[src/rtl/option_packet_buffer.sv]
// rtl/option_packet_buffer.sv - assembles WIDTH-bit words into packets and queues them in a DEPTH-entry FIFO
// Optional macro PKTBUF_DROP_CNT_EN adds a saturating drop_count output.
module option_packet_buffer #(
  parameter int WIDTH   = 32,
  parameter int FIELD_W = 32,
  parameter int NFIELDS = 7,
  parameter int DEPTH   = 2,
  localparam int PKT_W  = NFIELDS * FIELD_W,
  localparam int WORDS  = PKT_W / WIDTH,
  localparam int IDX_W  = (WORDS > 1) ? $clog2(WORDS) : 1,
  localparam int PTR_W  = (DEPTH > 1) ? $clog2(DEPTH) : 1,
  localparam int LVL_W  = $clog2(DEPTH + 1)
) (
  input  logic             clock,
  input  logic             reset,
  input  logic             en,
  input  logic [WIDTH-1:0] inD,
  output logic             in_ready,
  input  logic             clear,
  input  logic             BS_READY,
  output logic             hasUnusedData,
  output logic [PKT_W-1:0] fields,
`ifdef PKTBUF_DROP_CNT_EN
  output logic [15:0]      drop_count,
`endif
  output logic [LVL_W-1:0] level
);

  logic [PKT_W-1:0] asm_q, asm_d;
  logic [PKT_W-1:0] mem_q [DEPTH];
  logic [IDX_W-1:0] idx_q, idx_d;
  logic [PTR_W-1:0] wr_ptr_q, wr_ptr_d, rd_ptr_q, rd_ptr_d;
  logic [LVL_W-1:0] level_q, level_d;
  logic             last_word, full, accept, push, pop;

  function automatic logic [PTR_W-1:0] next_ptr(input logic [PTR_W-1:0] p);
    return (p == PTR_W'(DEPTH - 1)) ? '0 : p + 1'b1;
  endfunction

  assign last_word     = (idx_q == IDX_W'(WORDS - 1));
  assign full          = (level_q == LVL_W'(DEPTH));
  // A completing word needs a free slot; no bypass through a same-cycle pop.
  assign in_ready      = !(full && last_word);
  assign accept        = en && in_ready && !clear;
  assign push          = accept && last_word;
  assign pop           = hasUnusedData && BS_READY && !clear;
  assign hasUnusedData = (level_q != '0);
  assign fields        = mem_q[rd_ptr_q];
  assign level         = level_q;

  always_comb begin
    asm_d    = asm_q;
    idx_d    = idx_q;
    wr_ptr_d = wr_ptr_q;
    rd_ptr_d = rd_ptr_q;
    level_d  = level_q;
    if (clear) begin
      idx_d    = '0;
      wr_ptr_d = '0;
      rd_ptr_d = '0;
      level_d  = '0;
    end else begin
      if (accept) begin
        asm_d[int'(idx_q) * WIDTH +: WIDTH] = inD;
        idx_d = last_word ? '0 : idx_q + 1'b1;
      end
      if (push) wr_ptr_d = next_ptr(wr_ptr_q);
      if (pop)  rd_ptr_d = next_ptr(rd_ptr_q);
      if (push && !pop)      level_d = level_q + 1'b1;
      else if (pop && !push) level_d = level_q - 1'b1;
    end
  end

  always_ff @(posedge clock or negedge reset) begin
    if (!reset) begin
      asm_q    <= '0;
      idx_q    <= '0;
      wr_ptr_q <= '0;
      rd_ptr_q <= '0;
      level_q  <= '0;
      for (int i = 0; i < DEPTH; i++) mem_q[i] <= '0;
    end else begin
      asm_q    <= asm_d;
      idx_q    <= idx_d;
      wr_ptr_q <= wr_ptr_d;
      rd_ptr_q <= rd_ptr_d;
      level_q  <= level_d;
      // asm_d already holds the completing word merged in.
      if (push) mem_q[wr_ptr_q] <= asm_d;
    end
  end

`ifdef PKTBUF_DROP_CNT_EN
  logic [15:0] drop_q;

  always_ff @(posedge clock or negedge reset) begin
    if (!reset) begin
      drop_q <= '0;
    end else if (clear) begin
      drop_q <= '0;
    end else if (en && !in_ready && drop_q != 16'hFFFF) begin
      drop_q <= drop_q + 16'd1;
    end
  end

  assign drop_count = drop_q;
`endif

endmodule

[config.mk]
export PLATFORM = sky130hd
export DESIGN_NAME = option_packet_buffer
export DESIGN_NICKNAME = d
export VERILOG_FILES = /design/src/rtl/option_packet_buffer.sv
export SDC_FILE = /design/constraint.sdc
export NUM_CORES = 1
export LEC_CHECK = 0
export ABC_CLOCK_PERIOD_IN_PS = 2410
export BUFFER_PORTS_ARGS = -buffer_cell sky130_fd_sc_hd__buf_2
export CAP_MARGIN = 25
export CORE_UTILIZATION = 54
export CTS_CLUSTER_SIZE = 8
export DETAILED_ROUTE_END_ITERATION = 8
export MAX_ROUTING_LAYER = met4
export PLACE_DENSITY = 0.79
export SYNTH_ARGS = -nofsm -noshare
export SYNTH_HDL_FRONTEND = slang
export SYNTH_SLANG_ARGS = --single-unit
[constraint.sdc]
create_clock -name clock -period 2.41 [get_ports clock]
set_input_delay 0.1205 -clock clock [delete_from_list [all_inputs] [get_ports clock]]
set_output_delay 0.1205 -clock clock [all_outputs]
set_load 0.01 [all_outputs]
After elaboration in Yosys (flattened, before gate mapping)
Cells that the tools add are included.
{"block": "totals", "regBits": 679, "elab_cells": 61, "output_inout_bits": 228, "in_bits": 37}
{"block": "op_classes", "n_reduce_logical": 18, "mux": 21, "n_shift": 2, "order_cmp": 3, "n_addsub": 6, "bitwise_logic": 2, "n_eq_ne": 2}
{"op": "224-bit 2-to-1 mux", "count": 6}
{"op": "448-bit bitwise mux", "count": 1}
{"op": "224-bit bitwise mux", "count": 1}
{"op": "224-bit demux with 1-bit select", "count": 1}
{"op": "32-bit by 33-bit variable shift with 224-bit output, first input constant", "count": 1}
{"op": "32-bit by 33-bit variable part select with 224-bit output", "count": 1}
{"op": "8-bit negation with 33-bit output", "count": 1}
{"op": "1-bit logical AND", "count": 9}
{"op": "3-bit 2-to-1 mux", "count": 3}
{"op": "2-bit nonzero test", "count": 4}
{"op": "1-bit 2-to-1 mux", "count": 6}
{"op": "2-bit 2-to-1 mux", "count": 3}
{"op": "2-bit >= comparator, second input constant", "count": 2}
{"op": "1-bit logical NOT", "count": 4}
{"op": "1-bit inverter with 2-bit output", "count": 2}
{"op": "3-bit by 1-bit adder with 3-bit output, second input constant", "count": 1}
{"op": "3-bit == test, second input constant", "count": 1}
{"op": "3-bit nonzero test", "count": 1}
{"op": "1-bit adder, second input constant", "count": 2}
{"op": "2-bit by 1-bit adder with 2-bit output, second input constant", "count": 1}
{"op": "2-bit == test, second input constant", "count": 1}
{"op": "2-bit by 1-bit < comparator with 1-bit output, second input constant", "count": 1}
{"op": "2-bit by 1-bit subtractor with 2-bit output, second input constant", "count": 1}

Longest topological paths before layout
Gate-level depths: netlist of run 1.
{"block": "depth", "ltp_word": 11, "depth_mapped": 11, "ltp_nobuf": 7}

Worst setup path before layout of run 1
No wires, ideal clock.
{"block": "synth_timing", "path_kind": "register to register", "start": "register idx_q[0]", "end": "register mem_q[273] in the netlist's numbering", "path_stages_with_launch": 10, "arrival_time_ps": 2455, "period_less_slack_ps": 2580, "setup_slack_ps": -170, "path_cell_list": "dfrtp_1 > inv_1 > ha_1 > ha_1 > nand4b_1 > or3_1 > buf_2 > buf_6 > mux2_4 > mux2_2"}
{"block": "synth_between", "elab_chain_len": 8, "elab_cells_between_ends": 13, "cone_classes": "add/sub (1); eq/ne (1); shift (2); mux (4); reduce/logical (5)"}
{"element": "start: declaration", "line": "31", "rtl": "logic [IDX_W-1:0] idx_q, idx_d;"}
{"element": "start signal: assignment", "line": "84", "rtl": "idx_q <= idx_d;"}
{"element": "parallel branches: the longest is 5 deep, another holds 8-bit negation with 33-bit output"}
{"element": "224-bit 2-to-1 mux (*)", "line": "63", "rtl": "if (accept) begin"}
{"element": "224-bit 2-to-1 mux (*)", "line": "57", "rtl": "if (clear) begin"}
{"element": "via asm_d[49]", "line": "29", "rtl": "logic [PKT_W-1:0] asm_q, asm_d;"}
{"element": "448-bit bitwise mux (*)", "line": "89", "rtl": "if (push) mem_q[wr_ptr_q] <= asm_d;"}
{"element": "end signal: indexed assignment", "line": "89"}
{"element": "end: declaration", "line": "30", "rtl": "logic [PKT_W-1:0] mem_q [DEPTH];"}
Mark *: on every way through the listed nets, which the timed path passes.
A chain may end at the register's enable or synchronous reset.

Final worst setup path of run 1
{"block": "layout_timing", "start": "register idx_q[0]", "end": "register mem_q[102] in the netlist's numbering"}
{"block": "layout_between", "elab_chain_len": 8, "elab_cells_between_ends": 13, "cone_classes": "add/sub (1); eq/ne (1); shift (2); mux (4); reduce/logical (5)"}
{"element": "parallel branches: the longest is 8 deep, another holds 8-bit negation with 33-bit output"}
Parallel ways; which one is timed is not known.

==> results.md, run 1 <==
- Syn nets: between 2,000 and 3,000
- First-pass GRT wire length: between 100 and 150 mm
- Clk_skew: roughly 18 ps
- Measured slew at the worst slew-check pin: between 600 and 700 ps
- Root Driver: clkbuf_16
- Chip height: ~230 um
- Nets@finish: 3,071
- Post-route ant nets: 0
- Final cell count without fillers: roughly 3,700
- CTS tree: yes
- PortBufs: between 200 and 300
- Hold Crit Class: in -> async
- Pre-antenna DRT Iters: 7
- Top cell type's share of synthesized area: about three fifths
- Fraction of layout cells with a size suffix above 1: about 28%
- Peak ir drop on the vdd network: about 640 uV
- CTS Buffer Depth: 3
- Area delta synth->final: 22.7%
- Routed WL per cell: approximately 23 um
- RR Startpoint: idx_q[0]
- Total congestion overflow: 0
- F_max: around 410 MHz
- Failing checks: setup timing
- Largest cells by area after synthesis: dfrtp_1, mux2_2, nor2_1
- CTS Buf Count: between 90 and 100
- Ports: roughly 270
- Synthesized flop and latch total: 679
- Clock Pin Slew Worst Setup and Hold Paths: 50 ps
- Post-Synthesis Cells: between 2,000 and 3,000
- Post-route DRC: 0
- Critical path type: reg -> reg
- CP required: 2920 ps
- Max FO, Critical Path: 8
- Vias per cell: 6.05
- Initial antenna violation count: 2
- DPL Wire Length: between 50 and 60 mm
- Total GRT Usage: between 30% and 40%
- Power per cell area: between 700 and 800 nW/um^2
- Worst-Skew Late Latency: about 640 ps
- Initial DRC count: between 2,000 and 2,500
- Min setup slack post-route: -7.31 ps
- Initial Utilization: between 50% and 60%
- Crit end category: flop
- Full die area: around 53,000 sq um
- Largest net degree at the start of global routing: 91
- Register area share after synthesis: between 50% and 60%
- Relative slew slack: around 54%
- Num rows: a little over 80
- GPL Wtd Cong: between 0.9 and 1
- Vias: roughly 23,000
- Core area: around 52,000 sq um
- Chip width: around 230 um
- Mapped Avg Cell Area: roughly 11 sq um
- # placed instances: ~3,600
- Total power: between 20 and 30 mW
- Critical path arrival: a little under 3000 ps
- Final hold violations: 0
- RR Endpoint: mem_q[102]
- Vias in the first global route: between 20,000 and 25,000
- Total wire length: about 86 mm
- Netlist cell types: 39
- Clk sink count: between 600 and 700
- H-tree lvl count: 3
- Setup violators final: 2
- Fin crit share: 100%
- Status: finished, violations left
- Slew Viols, Final: 0
- Post-DP Area: about 31,000 sq um
- Fin crit period: 2420 ps
- Ys Warns: 0
- P_leak: 17.6 nW
- WHS: 93.7 ps
- Max-cap violations: 0
- Reg2reg path depth: 9
- Area leader, netlist: dfrtp_1
- Finished layout cell area: between 30,000 and 40,000 sq um
- RSZ-0062 raised after global routing: yes
- Post-synthesis cell area: ~28,000 sq um
- CP Launch Type: flop
- R2R setup slack: -7 ps
report_power, final:
part	internal (mW)	total (mW)	leakage [nW]	switching, mW
Sequential	12.3	12.6	9.00	0.373
Clock	7.15	11.9	1.25	4.75
Combinational	1.01	2.67	7.39	1.66
Total	20.4	27.2	17.6	6.78
per-stage QoR:
step | setup WS (ps) | TNS [ps] | util [%]
2_1_floorplan | -111 | -1650 | -
3_3_place_gp | -5.31 | -10.4 | 60.9
3_5_place_dp | -19.7 | -73.7 | 60.9
4_1_cts | -17.2 | -62.5 | 66.6
5_1_grt | -57.3 | -357 | 67.4
6_report | -7.31 | -8.82 | 67.4
cells in the final DEF (no fill, tap or decap), drive strengths merged:
cell,n
a31oi,216
buf,405
inv,114
mux2,262
ha,5
nand4b,1
nand3,2
clkinv,1
and4b,1
mux2i,33
nor2b,1
a22oi,48
nand2b,31
or4,2
and2b,1
nand2,231
o21bai,1
o21ai,99
xor2,1
or2,3
nor4,28
a21oi,234
dfrtp,679
diode,3
a32oi,1
or3,3
bufinv,1
clkbuf,103
or2b,1
o2bb2ai,2
nor4b,10
nand3b,3
nor3,27
nand4,1
nor2,452
dlygate4sd3,37
final cells by class:
type	instances	area [sq um]
flip-flops and latches	679	17000
fillers	3622	16800
multi-input cells	1700	10600
repair buffers	444	3380
clock buffers	101	2430
well taps	680	851
inverters	109	409
clock inverters	7	113
diodes	3	7.51
logic make-up (layout without fill, tap and decap cells):
logic type                 Yosys count  after routing  share of synthesized area, %
DFF                                679            679                          60.0
muxes                              295            295                          11.7
xor gates and xnor gates             1              1                        0.0309
and+or+nand+nor                    798            798                          11.6
AOI/OAI and AO/OA                  601            601                          12.1
buffers and inverters              306            661                          4.34
other                                0              3                             0
adders and majority gates            5              5                         0.221
flip-flops by register name (all words and copies together), names as in the netlist:
| register | count |
|---|---|
| mem_q | 448 |
| idx_q | 3 |
| rd_ptr_q | 1 |
| level | 2 |
| asm_q | 224 |
| wr_ptr_q | 1 |
worst max path at each step:
| stage | slack [ps] | depth (start not counted) | end | from |
|---|---|---|---|---|
| final | -7 | 9 | mem_q[102] | idx_q[0] |
| after global placement | -5 | 9 | mem_q[260] | idx_q[1] |
| after detailed placement | -20 | 9 | mem_q[260] | idx_q[1] |
| after CTS | -20 | 8 | mem_q[105] | idx_q[0] |
| after floorplan | -110 | 9 | mem_q[49] | idx_q[0] |
| after global routing | -60 | 7 | mem_q[162] | idx_q[1] |
critical path, stage by stage, from the launching register on:
cell       delay (ps)
dfrtp_1           370
inv_2              70
ha_4              180
ha_4              160
nand2b_4          150
buf_6             120
or4_4             630
clkbuf_16         230
a22oi_1           250
a21oi_1           110
layer usage:
| metal | wire (um) | global-route usage, % | part of all wire [%] |
|---|---|---|---|
| met4 | 5010 | 19.0 | 5.8 |
| met2 | 42200 | 52.3 | 49 |
| met3 | 6820 | 6.42 | 7.9 |
| met5 | 0 | - | 0 |
| met1 | 31800 | 39.1 | 37 |
cell usage after synthesis:
library cell and count:
and2b_1 1, nor4b_1 10, a21oi_1 234, a32oi_1 1, or2b_1 1, nor2b_1 1, ha_1 5, nor2_1 452
buf_2 29, clkbuf_1 148, a22oi_1 48, nand3_1 2, o21bai_1 1, mux2_2 249, or2_1 2, a31oi_1 216
nand4b_1 1, mux2i_1 33, nand2b_1 31, nand4_1 1, nand2_1 231, nor4_2 1, and4b_1 1, buf_1 14
o21ai_1 13, nand3b_1 3, buf_6 6, or4_4 2, or2_2 1, nor4_1 27, mux2_4 13, xor2_1 1
inv_1 109, o2bb2ai_1 1, o21ai_0 86, o2bb2ai_2 1, or3_1 3, dfrtp_1 679, nor3_1 27
what timing repair did:
action	CTS	global route
gates resized for setup	8	98
hold endpoints to repair	265	0
buffers inserted	0	5
cloned	0	3
endpoints found under the setup margin	21	353
pin swaps	0	8
hold buffers	37	0
Power figures use the tool's default switching activity.
==> run 2, diff against run 1 <==
--- a/config.mk
+++ b/config.mk
@@ -7,12 +7,13 @@
 export LEC_CHECK = 0
 export ABC_CLOCK_PERIOD_IN_PS = 2410
 export BUFFER_PORTS_ARGS = -buffer_cell sky130_fd_sc_hd__buf_2
-export CAP_MARGIN = 25
+export CAP_MARGIN = 20
 export CORE_UTILIZATION = 54
 export CTS_CLUSTER_SIZE = 8
 export DETAILED_ROUTE_END_ITERATION = 8
 export MAX_ROUTING_LAYER = met4
 export PLACE_DENSITY = 0.79
+export REMOVE_ABC_BUFFERS = 1
 export SYNTH_ARGS = -nofsm -noshare
 export SYNTH_HDL_FRONTEND = slang
 export SYNTH_SLANG_ARGS = --single-unit
==> run 2 against run 1 <==
The run now ends clean. Clock-buffer cell count unchanged. Die area unchanged. Worst setup slack better by 54 ps. Fmax up 2.3%. Clock skew up 9.0 ps. Hold slack worse by 53 ps.
==> results.md, run 2 (synthesized netlist as in run 1, its figures left out) <==
- Status: complete, no violations
- Clock Pin Slew Worst Setup and Hold Paths: 50 ps (about the same)
- Min setup slack post-route: 46.9 ps (+54.2 ps)
- Initial antenna violation count: 1 (-1)
- Setup TNS: 0 ps (+8.82 ps)
- CTS Buf Count: 95 (unchanged)
- Sw Ratio: 24.4% (-0.51 points)
- Fraction of layout cells with a size suffix above 1: 28.1% (-0.18 points)
- NetSw: 6.59 mW (-2.8%)
- CP Launch Type: flop
- RSZ-0062 raised after global routing: yes
- Most frequent cells in the layout: dfrtp_1, nor2_1, buf_2
- PortBufs: 264 (unchanged)
- Critical path arrival: 2860 ps (-60 ps)
- DP Worst Slack: -131 ps (-111 ps)
- Top reg by flops: mem_q
- DPL Wire Length: 50.1 mm (-7.5%)
- GPL Wtd Cong: 0.864 (-5.7%)
- Initial DRC count: 1,854 (-21%)
- Hold Crit Class: in -> async
- CTS tree: yes
- Num rows: 83 (unchanged)
- Total GRT Usage: 30.6% (-2.2 points)
- Total congestion overflow: 0 (unchanged)
- Final hold violations: 0 (unchanged)
- Vias: 22,100 (-1.8%)
- Flop pwr share: 46.8% (+0.3 points)
- Worst-Skew Late Latency: 630 ps (about the same)
- Int Pwr: 20.4 mW (-0.12%)
- H-tree lvl count: 3 (unchanged)
- Fin crit period: 2360 ps (-54.2 ps)
- Chip height: 231 um (unchanged)
- Commonest non-fill, non-tap cell in the layout: dfrtp_1
- F_max: 423 MHz (+2.3%)
- Area delta synth->final: 22.3%
- Initial Utilization: 54.9% (unchanged)
- Full die area: 53,400 sq um (unchanged)
- Vias in the first global route: 22,800 (-1.5%)
- Vias per cell: 5.93 (-1.8%)
- First-pass GRT wire length: 124 mm (-4.6%)
- CP required: 2900 ps (-20 ps)
- Critical path type: reg -> reg
- Nets@finish: 3,076 (+0.16%)
- Max reg flops: 448 (unchanged)
- Routed WL per cell: 21.4 um (-7.2%)
- Clk_skew: 26.6 ps (+9.00 ps)
- Fin crit share: 98.1% (-2.2 points)
- Core area: 51,600 sq um (unchanged)
- Relative slew slack: 60.1% (+6.6 points)
- Clk sink count: 679 (unchanged)
- Top Registers: mem_q: 448 flops, asm_q: 224 flops, idx_q: 3 flops
- Power per cell area: 779 nW/um^2 (-0.48%)
- Slew Viols, Final: 0 (unchanged)
- Peak ir drop on the vdd network: 527 uV (-18%)
- CTS Buffer Depth: 3 (unchanged)
- Max-cap violations: 0 (unchanged)
- Max FO, Critical Path: 13 (+5)
- Largest net degree at the start of global routing: 109 (+20%)
- Post-route ant nets: 0 (unchanged)
- Chip width: 231 um (unchanged)
- Combinational group share of total power: 9.8% (about the same)
- P_leak: 17.6 nW (-0.12%)
- Post-route DRC: 0 (unchanged)
- Clock share of power: 43.4% (-0.3 points)
- Measured slew at the worst slew-check pin: 598 ps (-98.4 ps)
- Ports: 265 (unchanged)
- Pre-antenna DRT Iters: 6 (-1)
- Total power: 27.0 mW (-0.78%)
- Total wire length: 79.6 mm (-7.2%)
- Crit end category: flop
- Root Driver: clkbuf_16
- Setup violators final: 0 (-2)
==> run 2: changes by cell type in the layout (fill, tap and decap cells not counted), moves of 10 or more <==
cell	change
nor3_2	+10
a21oi_1	+12
nor3_1	-11
a22oi_1	+17
a22oi_2	-17
==> run 2: area by class of cell <==
type	count	area, sq um
diodes	1	2.50
clock buffers	101	2470
clock inverters	4	42.5
fillers	3661	16900
inverters	109	409
multi-input cells	1700	10500
flip-flops and latches	679	17000
well taps	680	851
repair buffers	449	3420
==> run 2: timing repair <==
| item | in CTS | in global routing |
|---|---|---|
| cloned | 0 | 1 |
| hold buffers | 37 | 0 |
| endpoints found under the setup margin | 128 | 407 |
| setup buffers | 1 | 3 |
| gates resized for setup | 17 | 83 |
| pin swaps | 2 | 9 |
| hold endpoints to repair | 449 | 0 |
==> run 2: critical path: stages, from the launching register on <==
cell	delay, ps
dfrtp_1	390
buf_6	130
ha_4	150
and4b_2	260
or4_4	700
buf_12	220
a22oi_1	280
a21oi_1	120
==> run 2: per-layer routing <==
metal	share of wire, %	GRT usage (%)	wire length [um]	up-vias
met5	0	-	0	-
met4	4.7	15.8	3740	0
met3	6.6	5.23	5270	209
met2	48	47.5	38400	884
met1	40	38.9	32200	11100
li1	-	-	-	9885
==> run 2: power by group through the flow <==
stage / combinational (mW) / sequential, mW / clock, mW
after floorplan: 1.48 / 12.7 / 0
after global placement: 2.38 / 12.7 / 0
after detailed placement: 2.52 / 12.8 / 0
after CTS: 2.60 / 12.6 / 11.8
after global routing: 2.91 / 12.7 / 12.3
final: 2.65 / 12.6 / 11.7
==> run 2: worst paths after layout <==
kind	start	cells after the start	endpoint	slack, ps
max	idx_q[1]	7	mem_q[186]	50
min	reset	2	mem_q[255]	40
max reg2reg	idx_q[1]	7	mem_q[186]	50
min reg2reg	asm_q[42]	2	asm_q[42]	480
max in group asynchronous	reset	3	mem_q[85]	1360
min in group clock	inD[15]	4	asm_q[15]	330
==> run 2: through the flow <==
stage	utilization, %	area (sq um)	std cells	hold WS (ps)
after global routing	67.2	34700	3723	90.2
after detailed placement	60.8	31400	3575	123
final	67.2	34700	3723	41.1
after global placement	60.8	31400	3575	110
after CTS	66.6	34400	3718	40.7
after floorplan	-	27500	2488	-175
==> run 3, diff against run 2 <==
--- a/config.mk
+++ b/config.mk
@@ -5,14 +5,16 @@
 export SDC_FILE = /design/constraint.sdc
 export NUM_CORES = 1
 export LEC_CHECK = 0
+export ABC_AREA = 1
 export ABC_CLOCK_PERIOD_IN_PS = 2410
 export BUFFER_PORTS_ARGS = -buffer_cell sky130_fd_sc_hd__buf_2
 export CAP_MARGIN = 20
 export CORE_UTILIZATION = 54
+export CTS_BUF_LIST = sky130_fd_sc_hd__clkbuf_16
 export CTS_CLUSTER_SIZE = 8
 export DETAILED_ROUTE_END_ITERATION = 8
 export MAX_ROUTING_LAYER = met4
-export PLACE_DENSITY = 0.79
+export PLACE_DENSITY = 0.78
 export REMOVE_ABC_BUFFERS = 1
 export SYNTH_ARGS = -nofsm -noshare
 export SYNTH_HDL_FRONTEND = slang
==> run 3 against run 2 <==
Global-route usage is 1.7 points higher. Clock skew fell by 5.4 ps. Hold slack got worse by 28 ps. Cell area up 5.4%. Critical endpoint is now mem_q[38]. Largest cell class unchanged.
==> results.md, run 3 <==
- Vias in the first global route: 26,400 (+16%)
- Top Registers: mem_q: 448 flops, asm_q: 224 flops, idx_q: 3 flops
- Synth Area in Adders: 0.203% (-0.018 points)
- Hold Crit Class: in -> async
- Mux share of post-synthesis cell area: 0% (-12 points)
- Vias: 27,400 (+24%)
- Largest family of logic cells by synthesized area: simple AND/OR/NAND/NOR gates
- Critical Path Slowest Stage Cell: dfrtp_1
- Chip height: 241 um (+4.3%)
- CTS tree: yes
- R2R setup slack: 120 ps (+70 ps)
- Peak ir drop on the vdd network: 543 uV (+3.1%)
- Total congestion overflow: 0 (unchanged)
- Area delta synth->final: 18.4%
- Core area: 56,400 sq um (+9.2%)
- Critical path arrival: 2870 ps (about the same)
- Synth Area in XOR/XNOR: 0% (-0.031 points)
- Clk_skew: 21.2 ps (-5.44 ps)
- CTS Buf Count: 94 (-1.1%)
- Crit path cell chain: inv_1, ha_2, ha_1, inv_1, nand2_2, nor2_1, nand2_1, nor2_4, buf_12, inv_2, nand2_1, nand3_1, nand2_1
- WHS: 13.2 ps (-27.9 ps)
- Top reg by flops: mem_q
- Max FO, Critical Path: 15 (+2)
- Post-synth top cells: nand2_1, dfrtp_1, nand3_1
- First-pass GRT wire length: 142 mm (+14%)
- Post-synthesis cell area: 30,900 sq um (+8.9%)
- Clk sink count: 679 (unchanged)
- Full die area: 58,100 sq um (+8.8%)
- Fin crit share: 95.1% (-3.0 points)
- Power per cell area: 781 nW/um^2 (+0.30%)
- Top FF cell, synth: dfrtp_1
- Setup violators final: 0 (unchanged)
- Post-synth EDFFs: 0 (unchanged)
- Fraction of layout cells with a size suffix above 1: 12.2% (-16 points)
- Netlist cell types: 27 (-31%)
- Compound-gate portion of the synthesized area: 2.61% (-9.4 points)
- Cell family with most CP delay: simple AND/OR/NAND/NOR gates
- Initial Utilization: 54.7% (-0.17 points)
- Status: complete, no violations
- Chip width: 241 um (+4.3%)
- Post-Synthesis Cells: 3,997 (+49%)
- Worst-Skew Late Latency: 650 ps (+20 ps)
- RSZ-0062 raised after global routing: yes
- Crit end category: flop
- RR Endpoint: mem_q[38]
- Fin crit period: 2290 ps (-72.2 ps)
- Synthesized flop and latch total: 679 (unchanged)
- Pre-antenna DRT Iters: 6 (unchanged)
- DPL Wire Length: 54.7 mm (+9.2%)
- Slew Viols, Final: 0 (unchanged)
- Most frequent cells in the layout: nand2_1, dfrtp_1, nand3_1
- Final core utilization: 64.8% (-2.4 points)
- Post-synth ARST share: 100% (unchanged)
- Critical path type: reg -> reg
- Reg2reg path depth: 13 (+6)
- Most common cell in the netlist: nand2_1
- Largest cells by area after synthesis: dfrtp_1, nand2_1, nand3_1
- Delay of the slowest critical-path stage: 370 ps (-330 ps)
- Largest net degree at the start of global routing: 110 (+0.92%)
- Post-route DRC: 0 (unchanged)
- Vias per cell: 5.42 (-8.6%)
- Post-route ant nets: 0 (unchanged)
- Worst path most repeated cell: nand2_1
- Max reg flops: 448 (unchanged)
- Top cell type's share of synthesized area: 55.1% (-4.9 points)
- Measured slew at the worst slew-check pin: 616 ps (+18.4 ps)
- Post-Synth Simple-Gate Area: 36.0% (+24 points)
- Total GRT Usage: 32.3% (+1.7 points)
- H-tree lvl count: 3 (unchanged)
- CP required: 2990 ps (+90 ps)
- Root Driver: clkbuf_16
- CP Launch Type: flop
- GPL Wtd Cong: 0.871 (+0.75%)
- Relative slew slack: 58.9% (-1.2 points)
- Final hold violations: 0 (unchanged)
- Ports: 265 (unchanged)
- P_leak: 20.8 nW (+18%)
- Mapped Avg Cell Area: 7.72 sq um (-27%)
- Worst Setup SP: idx_q[1]
- Ys Warns: 0 (unchanged)
- Clock Pin Slew Worst Setup and Hold Paths: 50 ps (about the same)
- Commonest non-fill, non-tap cell in the layout: nand2_1
- Initial DRC count: 2,503 (+35%)
- Initial antenna violation count: 1 (unchanged)
- WP buf/inv: 4 (+2)
- F_max: 436 MHz (+3.1%)
- Total wire length: 91.6 mm (+15%)
- Register area share after synthesis: 55.1% (-4.9 points)
- RR Startpoint: idx_q[1]
- Routed WL per cell: 18.1 um (-15%)
- Nets@finish: 4,330 (+41%)
- PortBufs: 264 (unchanged)
- Num rows: 87 (+4.8%)
- Max-cap violations: 0 (unchanged)
- CTS Buffer Depth: 3 (unchanged)
- Area leader, netlist: dfrtp_1
run 3: cell types whose count changed in the layout (fill, tap and decap cells not counted), sizes merged, moves of 114 or more:
cell and change:
nand2 +1890, nand3 +402, nor2 -377, mux2 -262, a21oi -232, a31oi -216
inv +130, and2 +114
run 3: worst reg2reg max path: stages (launching register included):
cell     delay [ps]
dfrtp_1         370
inv_1            80
ha_2            190
ha_1            200
inv_1           110
nand2_2          90
nor2_1          150
nand2_1         120
nor2_4          240
buf_12          200
inv_2           150
nand2_1         140
nand3_1         100
nand2_1          80
run 3: metrics by stage:
stage / setup slack [ps] / power (mW) / instance area, sq um / instances / setup TNS (ps)
after floorplan: -4920 / 15.2 / 29900 / 3778 / -3229550
after global placement: 156 / 16.8 / 33400 / 4896 / 0
after detailed placement: 71.2 / 16.9 / 33400 / 4896 / 0
after CTS: 35.7 / 28.6 / 36300 / 5036 / 0
after global routing: -19.7 / 29.6 / 36500 / 5052 / -31.6
final: 119 / 28.5 / 36500 / 5052 / 0
run 3: what timing repair did:
item / in CTS / in global routing
hold endpoints to repair: 838 / 0
hold buffers: 37 / 0
setup endpoints to repair: 0 / 257
resized for setup: 0 / 14
setup buffers: 0 / 9
run 3: area by class of cell:
class / instances / area (sq um)
antenna: 1 / 2.50
clock buffer: 97 / 2430
clock inverter: 6 / 48.8
fill: 4727 / 19900
inverter: 237 / 925
multi-input combinational: 2862 / 12000
sequential: 679 / 17000
tap: 756 / 946
timing repair buffer: 414 / 3150
run 3: cell families after synthesis:
family          after synthesis
buf+inv                     456
fa+ha+maj                     5
compound gates              133
flops                       679
simple gates               2724
run 3: metal layers:
layer / global-route usage [%] / vias up / wire length, um
met4: 13.0 / 0 / 3400
met2: 49.4 / 1281 / 42700
met5: - / - / 0
li1: - / 12800 / -
met1: 42.8 / 13100 / 37600
met3: 5.89 / 207 / 7900
run 3: worst max path at each step:
stage	endpoint	cells past startpoint	slack (ps)
6_report	mem_q[38]	13	120
5_1_grt	mem_q[10]	14	-20
4_1_cts	mem_q[414]	12	40
3_5_place_dp	mem_q[178]	12	70
3_3_place_gp	mem_q[178]	12	160
2_1_floorplan	rd_ptr_q	3	-4920
run 3: where the power goes:
group	internal [mW]	switching (mW)	leakage (nW)
logic	1.26	2.79	10.9
clock network	7.01	4.65	1.23
registers	12.5	0.372	8.70
